**src/rtl/fir_decim_fifo.sv**
```systemverilog
// Accumulate-and-dump decimator for the 3-tap FIR output, followed by a small
// valid/ready FIFO that holds the averaged samples for the next consumer.
module fir_decim_fifo #(
  parameter int LOG2_DECIM = 2,
  parameter int DEPTH      = 4
) (
  input  logic                     clk,
  input  logic                     rst,
  input  logic                     clr,
  input  logic                     in_valid,
  input  logic [7:0]               in_data,
  output logic                     out_valid,
  input  logic                     out_ready,
  output logic [7:0]               out_data,
  output logic [$clog2(DEPTH):0]   level,
  output logic                     ovf
);

  localparam int AW    = $clog2(DEPTH);
  localparam int ACC_W = 8 + LOG2_DECIM;
  localparam logic [AW:0] FULL_LEVEL = (AW + 1)'(DEPTH);

  logic [LOG2_DECIM-1:0]    phase_reg;
  logic signed [ACC_W-1:0]  acc_reg;
  logic signed [ACC_W-1:0]  in_sext;
  logic signed [ACC_W-1:0]  sum;
  logic [7:0]               result;

  logic [7:0]               mem [DEPTH];
  logic [AW-1:0]            rd_ptr_reg;
  logic [AW-1:0]            wr_ptr_reg;
  logic [AW:0]              level_reg;
  logic                     ovf_reg;

  logic push, pop, full, empty, wr_en, drop;

  assign in_sext = {{LOG2_DECIM{in_data[7]}}, in_data};
  assign sum     = (phase_reg == '0) ? in_sext : acc_reg + in_sext;
  // Dropping the low LOG2_DECIM bits of the full-width sum is exactly an
  // arithmetic shift (floor); the remaining 8 bits always hold the average.
  assign result  = sum[ACC_W-1:LOG2_DECIM];

  assign push  = in_valid && (phase_reg == '1);
  assign empty = (level_reg == '0);
  assign full  = (level_reg == FULL_LEVEL);
  assign pop   = !empty && out_ready;
  assign wr_en = push && (!full || pop);
  assign drop  = push && full && !pop;

  always_ff @(posedge clk or posedge rst) begin
    if (rst) begin
      phase_reg  <= '0;
      acc_reg    <= '0;
      rd_ptr_reg <= '0;
      wr_ptr_reg <= '0;
      level_reg  <= '0;
      ovf_reg    <= 1'b0;
    end else if (clr) begin
      phase_reg  <= '0;
      acc_reg    <= '0;
      rd_ptr_reg <= '0;
      wr_ptr_reg <= '0;
      level_reg  <= '0;
      ovf_reg    <= 1'b0;
    end else begin
      if (in_valid) begin
        acc_reg   <= sum;
        phase_reg <= phase_reg + 1'b1;
      end
      if (wr_en) wr_ptr_reg <= wr_ptr_reg + 1'b1;
      if (pop)   rd_ptr_reg <= rd_ptr_reg + 1'b1;
      case ({wr_en, pop})
        2'b10:   level_reg <= level_reg + 1'b1;
        2'b01:   level_reg <= level_reg - 1'b1;
        default: level_reg <= level_reg;
      endcase
      if (drop) ovf_reg <= 1'b1;
    end
  end

  // Storage carries no reset; the pointers and level alone define validity.
  always_ff @(posedge clk) begin
    if (wr_en && !clr && !rst) mem[wr_ptr_reg] <= result;
  end

  assign out_valid = !empty;
  assign out_data  = empty ? 8'h00 : mem[rd_ptr_reg];
  assign level     = level_reg;
  assign ovf       = ovf_reg;

endmodule

```
**config.mk**
```make
export PLATFORM = sky130hd
export DESIGN_NAME = fir_decim_fifo
export DESIGN_NICKNAME = d
export VERILOG_FILES = /design/src/rtl/fir_decim_fifo.sv
export SDC_FILE = /design/constraint.sdc
export NUM_CORES = 1
export LEC_CHECK = 0
export ABC_AREA = 1
export ABC_CLOCK_PERIOD_IN_PS = 2350
export CORE_MARGIN = 2
export CORE_UTILIZATION = 40
export DETAILED_ROUTE_END_ITERATION = 7
export PLACE_DENSITY = 0.62
export SYNTH_ARGS = -nofsm -noshare
export SYNTH_HDL_FRONTEND = slang
export SYNTH_SLANG_ARGS = --single-unit
```
**constraint.sdc**
```tcl
create_clock -name clk -period 2.35 [get_ports clk]
set_input_delay 0.3525 -clock clk [delete_from_list [all_inputs] [get_ports clk]]
set_output_delay 0.3525 -clock clk [all_outputs]
set_load 0.005 [all_outputs]
```
Word level (Yosys, flattened, before mapping)
Memories as Yosys holds them, arrays and structs flattened.
Cells that the tools add are included.
{"block": "op_classes", "n_reduce_logical": 20, "eq_ne": 4, "addsub": 6, "mux": 16}
{"operator": "2-to-1 mux 10 bit", "n": 3}
{"operator": "2-to-1 mux 2 bit", "n": 6}
{"operator": "adder 10 x 8 -> 10 bit", "n": 1}
{"operator": "2-to-1 mux 8 bit", "n": 1}
{"operator": "nonzero test 2 bit", "n": 4}
{"operator": "logical AND 1 bit", "n": 7}
{"operator": "adder 2 x 1 -> 2 bit (second input constant)", "n": 3}
{"operator": "one-hot mux 3 bit (2 select lines)", "n": 1}
{"operator": "logical NOT 1 bit", "n": 5}
{"operator": "== test 2 bit (second input constant)", "n": 2}
{"operator": "2-to-1 mux 1 bit", "n": 4}
{"operator": "adder 3 x 1 -> 3 bit (second input constant)", "n": 1}
{"operator": "== test 3 bit (second input constant)", "n": 1}
{"operator": "logical NOT 3 bit", "n": 1}
{"operator": "2-to-1 mux 3 bit", "n": 1}
{"operator": "nonzero test 3 bit", "n": 1}
{"operator": "subtractor 3 x 1 -> 3 bit (second input constant)", "n": 1}
{"operator": "== test 2 x 1 -> 1 bit (second input constant)", "n": 1}
{"operator": "logical NOT 2 bit", "n": 1}
{"operator": "logical OR 1 bit", "n": 1}
{"block": "word_totals", "wordCells": 53, "mem_bits_rw": 32, "n_memories": 1, "output_inout_bits": 13, "register_bits": 20}
{"memory": "mem", "depth": 4, "word_bits": 8, "read_ports": 1, "rd_ports_with_merged_regs": 0, "write_ports": 1, "line": "29", "source": "logic [7:0] mem [DEPTH];"}

Longest topological paths before layout
{"block": "logic_depth", "depth_word": 9, "ltp_mapped": 12}

Worst setup path before layout
No wires, ideal clock.
{"block": "synth_timing", "kind": "register to register", "start": "reg phase_reg[0]", "end": "mem mem[0][0], enable pin", "path_stages_with_launch": 8, "slack_ns": 0.470, "period_less_slack_ns": 1.880, "arrival_ns": 1.509, "cell_sequence": "dfrtp_1 ha_1 nand2_1 a31oi_1 inv_1 nor2_1 nand2_1 nor2_1"}
{"block": "synth_between", "elab_chain_cells": 7}
{"item": "start: declaration", "line": "23", "source": "logic [LOG2_DECIM-1:0] phase_reg;"}
{"item": "start signal: assignment", "line": "68", "source": "phase_reg <= phase_reg + 1'b1;"}
{"item": "== test 2 bit", "line": "43", "source": "assign push = in_valid && (phase_reg == '1);"}
{"item": "logical AND 1 bit", "line": "43"}
{"item": "logical AND 1 bit", "line": "47", "source": "assign wr_en = push && (!full || pop);"}
{"item": "logical AND 1 bit (2 in a row)", "line": "83", "source": "if (wr_en && !clr && !rst) mem[wr_ptr_reg] <= result;"}
{"item": "2-to-1 mux 1 bit", "line": "83"}
{"item": "2-to-1 mux 1 bit (implied by the code)", "line": "83"}
{"item": "end: declaration", "line": "29"}
No other way between the ends.

Worst setup path in the final report
{"block": "layout_timing", "start": "reg rd_ptr_reg[0]", "end": "out out_data[6]"}
{"block": "layout_between", "elab_chain_cells": 2}
{"item": "start: declaration", "line": "30", "source": "logic [AW-1:0] rd_ptr_reg;"}
{"item": "start signal: assignment", "line": "71", "source": "if (pop) rd_ptr_reg <= rd_ptr_reg + 1'b1;"}
{"item": "memory read (4 x 8 bit)"}
{"item": "2-to-1 mux 8 bit", "line": "87", "source": "assign out_data = empty ? 8'h00 : mem[rd_ptr_reg];"}
{"item": "end: declaration", "line": "14", "source": "output logic [7:0] out_data,"}
No other way between the ends.

==> summary.txt <==
Synth
  • Synth top area share: 34.1%
  • Count leader, synth: nand2_1
  • Net Count, Synth: 343
  • Mean post-synth cell area: 9.00 µm²
  • #FFs+latches synth: 52
  • Cell taking the most area after synthesis: edfxtp_1
  • Synth area leaders: edfxtp_1 (34%), dfrtp_1 (18%), nand2_1 (8.5%)
  • Yosys warns: 0
  • Post-synth ARST share: between 30 and 40%
  • Main synth FF type: edfxtp_1
  • Sequential cell area fraction in the yosys report: 51.9%
  • Post-synth EDFFs: 32
  • Gate Count Post-Synth: about 310
  • Post-synthesis cell type count: 33
  • Commonest cells in the netlist: nand2_1 (64), nor2_1 (49), inv_1 (35)
  • Mapped cell area: ~2800 µm²

Power
  • Leak Pwr: 1.49 nW
  • PD cells: roughly 810 nW/µm²
  • Max rail drop VDD: about 0.27 mV

Flow run
  • Max-Cap Viols: 0

Die
  • Initial Utilization: between 40 and 50%
  • Die height: 87.9 µm
  • Num rows: 30
  • Ports: 26
  • Die span in x: 87.9 µm
  • Core ar.: 6790 µm²
  • Die Area: 7730 µm²

Drt
  • Vias: 2147
  • Drt first pass iters: 4
  • DR WL/cell: 12.6 µm
  • Routed wire length: 5.72 mm
  • Drt via density: 4.74
  • Residual DRC: 0
  • Initial DRC Count: 91
  • Post-DRT Antenna Nets: 0

CTS
  • Root Driver: clkbuf_8
  • Sink Count: 52
  • CTS tree: yes
  • TritonCTS buffer count: 5
  • Reg clk slew, reported paths: about 0.09 ns
  • CTS Buffer Depth: 2
  • H-tree depth: 2
  • CTS Hold Bufs: 0
  • Clk Latency, worst-skew pair: 0.30 ns

Critical path
  • Reg2reg path depth: 11
  • RR Startpoint: level[0]
  • Arr. time, crit path: 1.86 ns
  • Setup crit start: rd_ptr_reg[0]
  • Critical-path maximum fanout: 17
  • Critical Path End Type: output pin
  • Critical path class: flop to output pin
  • Worst R2R End: level[2]
  • CP Launch Type: flop
  • Worst R2R Setup Slack: ~0.34 ns
  • Required time of the critical path: 2.00 ns

Global route
  • First-pass GRT wire length: between 9 and 10 mm
  • Pin count of the biggest net entering global routing: 21
  • Grt ovf: 0
  • Number of global-route vias before repair: 1954
  • Initial antenna violation count: 0
  • Total track usage: between 15 and 20%

Status
  • Outcome: finished clean

STA
  • Final Hold Fails: 0
  • Max-Slew Margin vs Limit: between 70% and 80%
  • Final hold slack: 0.436 ns
  • Clock skew: 0.00503 ns
  • Final setup viols: 0
  • Unrepaired setup endpoints after global routing: false
  • Period utilization: 94.2%
  • Final critical-path required period: 2.21 ns
  • Final max-slew violation count: 0
  • Worst Tran Pin Value: 0.414 ns
  • Fmax: about 450 MHz

Final layout
  • Reg area: about 1500 µm²
  • Antenna cell count: 0
  • Max reg flops: 32
  • Multi-input logic area: 1170 µm²
  • Layout cell share with drive strength beyond 1: 10.4%
  • Util after Layout: between 40 and 50%
  • Nets: 386
  • Syn-to-layout area delta: 19.9%
  • FILL cells: 658

Place
  • Port bufs: 25
  • GPL Wtd Cong: 0.826
  • DP Wirelength: ~4.3 mm

Min path
  • Hold crit path type: input port to async pin
[logic make-up (layout without fill, tap and decap cells)]
kind of cell	after synthesis	in the layout	share of synthesized area (%)
adders and majority gates	17	17	8.09
and+or+nand+nor	140	140	21.6
DFF	52	52	51.9
xor gates and xnor gates	5	5	1.56
buffers and inverters	45	89	6.40
AOI/OAI and AO/OA	53	53	10.1
muxes	1	1	0.355
[timing repair]
item	4_1_cts	5_1_grt
buffers inserted	0	0
resized for setup	0	2
endpoints found under the setup margin	0	4
[worst max-delay path, cell delays in order, from the launching register on]
cell,delay (ns)
dfrtp_1,0.39
buf_4,0.17
inv_4,0.14
o21ai_0,0.12
a21oi_1,0.20
clkdlybuf4s50_1,0.54
[power by group]
part | total, mW | internal (mW) | leakage [nW] | switching (mW)
registers | 1.14 | 1.08 | 0.550 | 0.0599
clock network | 0.508 | 0.213 | 0.0414 | 0.295
logic | 1.07 | 0.484 | 0.894 | 0.590
total | 2.72 | 1.78 | 1.49 | 0.945
[worst max-delay path by stage]
stage               slack (ns)  cells past startpoint     endpoint
floorplan                 0.47                      7    mem[0][0]
CTS                      0.009                      5  out_data[6]
global placement         -0.04                     11    mem[0][6]
global route              0.04                      5  out_data[6]
detailed placement       -0.05                     10    mem[2][4]
finish                    0.14                      5  out_data[6]
[layout by cell type (no fill, tap or decap)]
master | synthesis | layout
nand2_1 | 64 | 64
nor2_1 | 49 | 49
inv_1 | 35 | 35
edfxtp_1 | 32 | 32
o21ai_0 | 27 | 27
clkdlybuf4s50_1 | 0 | 25
dfrtp_1 | 20 | 20
buf_4 | 0 | 17
a21oi_1 | 16 | 16
ha_1 | 15 | 15
nand3_1 | 14 | 14
clkbuf_8 | 0 | 5
inv_4 | 2 | 3
xor2_1 | 3 | 3
nand3b_1 | 3 | 3
nor2_2 | 2 | 2
a31oi_1 | 2 | 2
nand2_2 | 2 | 2
xnor2_1 | 2 | 2
o21ai_1 | 2 | 2
nand4_1 | 2 | 2
o21ai_2 | 2 | 2
fa_1 | 2 | 2
o21a_1 | 1 | 1
nor2_8 | 1 | 1
nand2_4 | 1 | 1
nand3_4 | 1 | 1
clkinv_1 | 1 | 1
a21o_1 | 1 | 1
o21bai_1 | 1 | 1
or2_2 | 1 | 1
mux2i_1 | 1 | 1
o22ai_1 | 1 | 1
clkinvlp_4 | 0 | 1
clkinv_4 | 0 | 1
clkbuf_1 | 1 | 1
[per-stage QoR]
step,total power [mW],TNS [ns],worst slack [ns],cell area (µm²),std cells
6_report,2.72,0,0.137,3380,453
5_1_grt,2.93,0,0.0368,3380,453
4_1_cts,2.75,0,0.00862,3370,453
3_5_place_dp,2.24,-0.357,-0.0484,3290,445
3_3_place_gp,2.23,-0.158,-0.0396,3290,445
2_1_floorplan,1.81,0,0.470,2820,313
[layer usage]
metal,share of wire [%],vias up,global-route usage (%)
met5,0,-,0
met4,0.51,0,3.92
met3,2.0,2,2.26
met2,48,22,25.7
met1,50,1009,21.9
li1,-,1114,-
[layout make-up]
class | instances | share of cell area (%)
multi-input combinational | 216 | 34.8
inverter | 39 | 4.56
tap | 96 | 3.56
clock buffer | 6 | 2.15
timing repair buffer | 42 | 11.2
sequential | 52 | 43.3
clock inverter | 2 | 0.482
(Power assumes the default switching activity.)
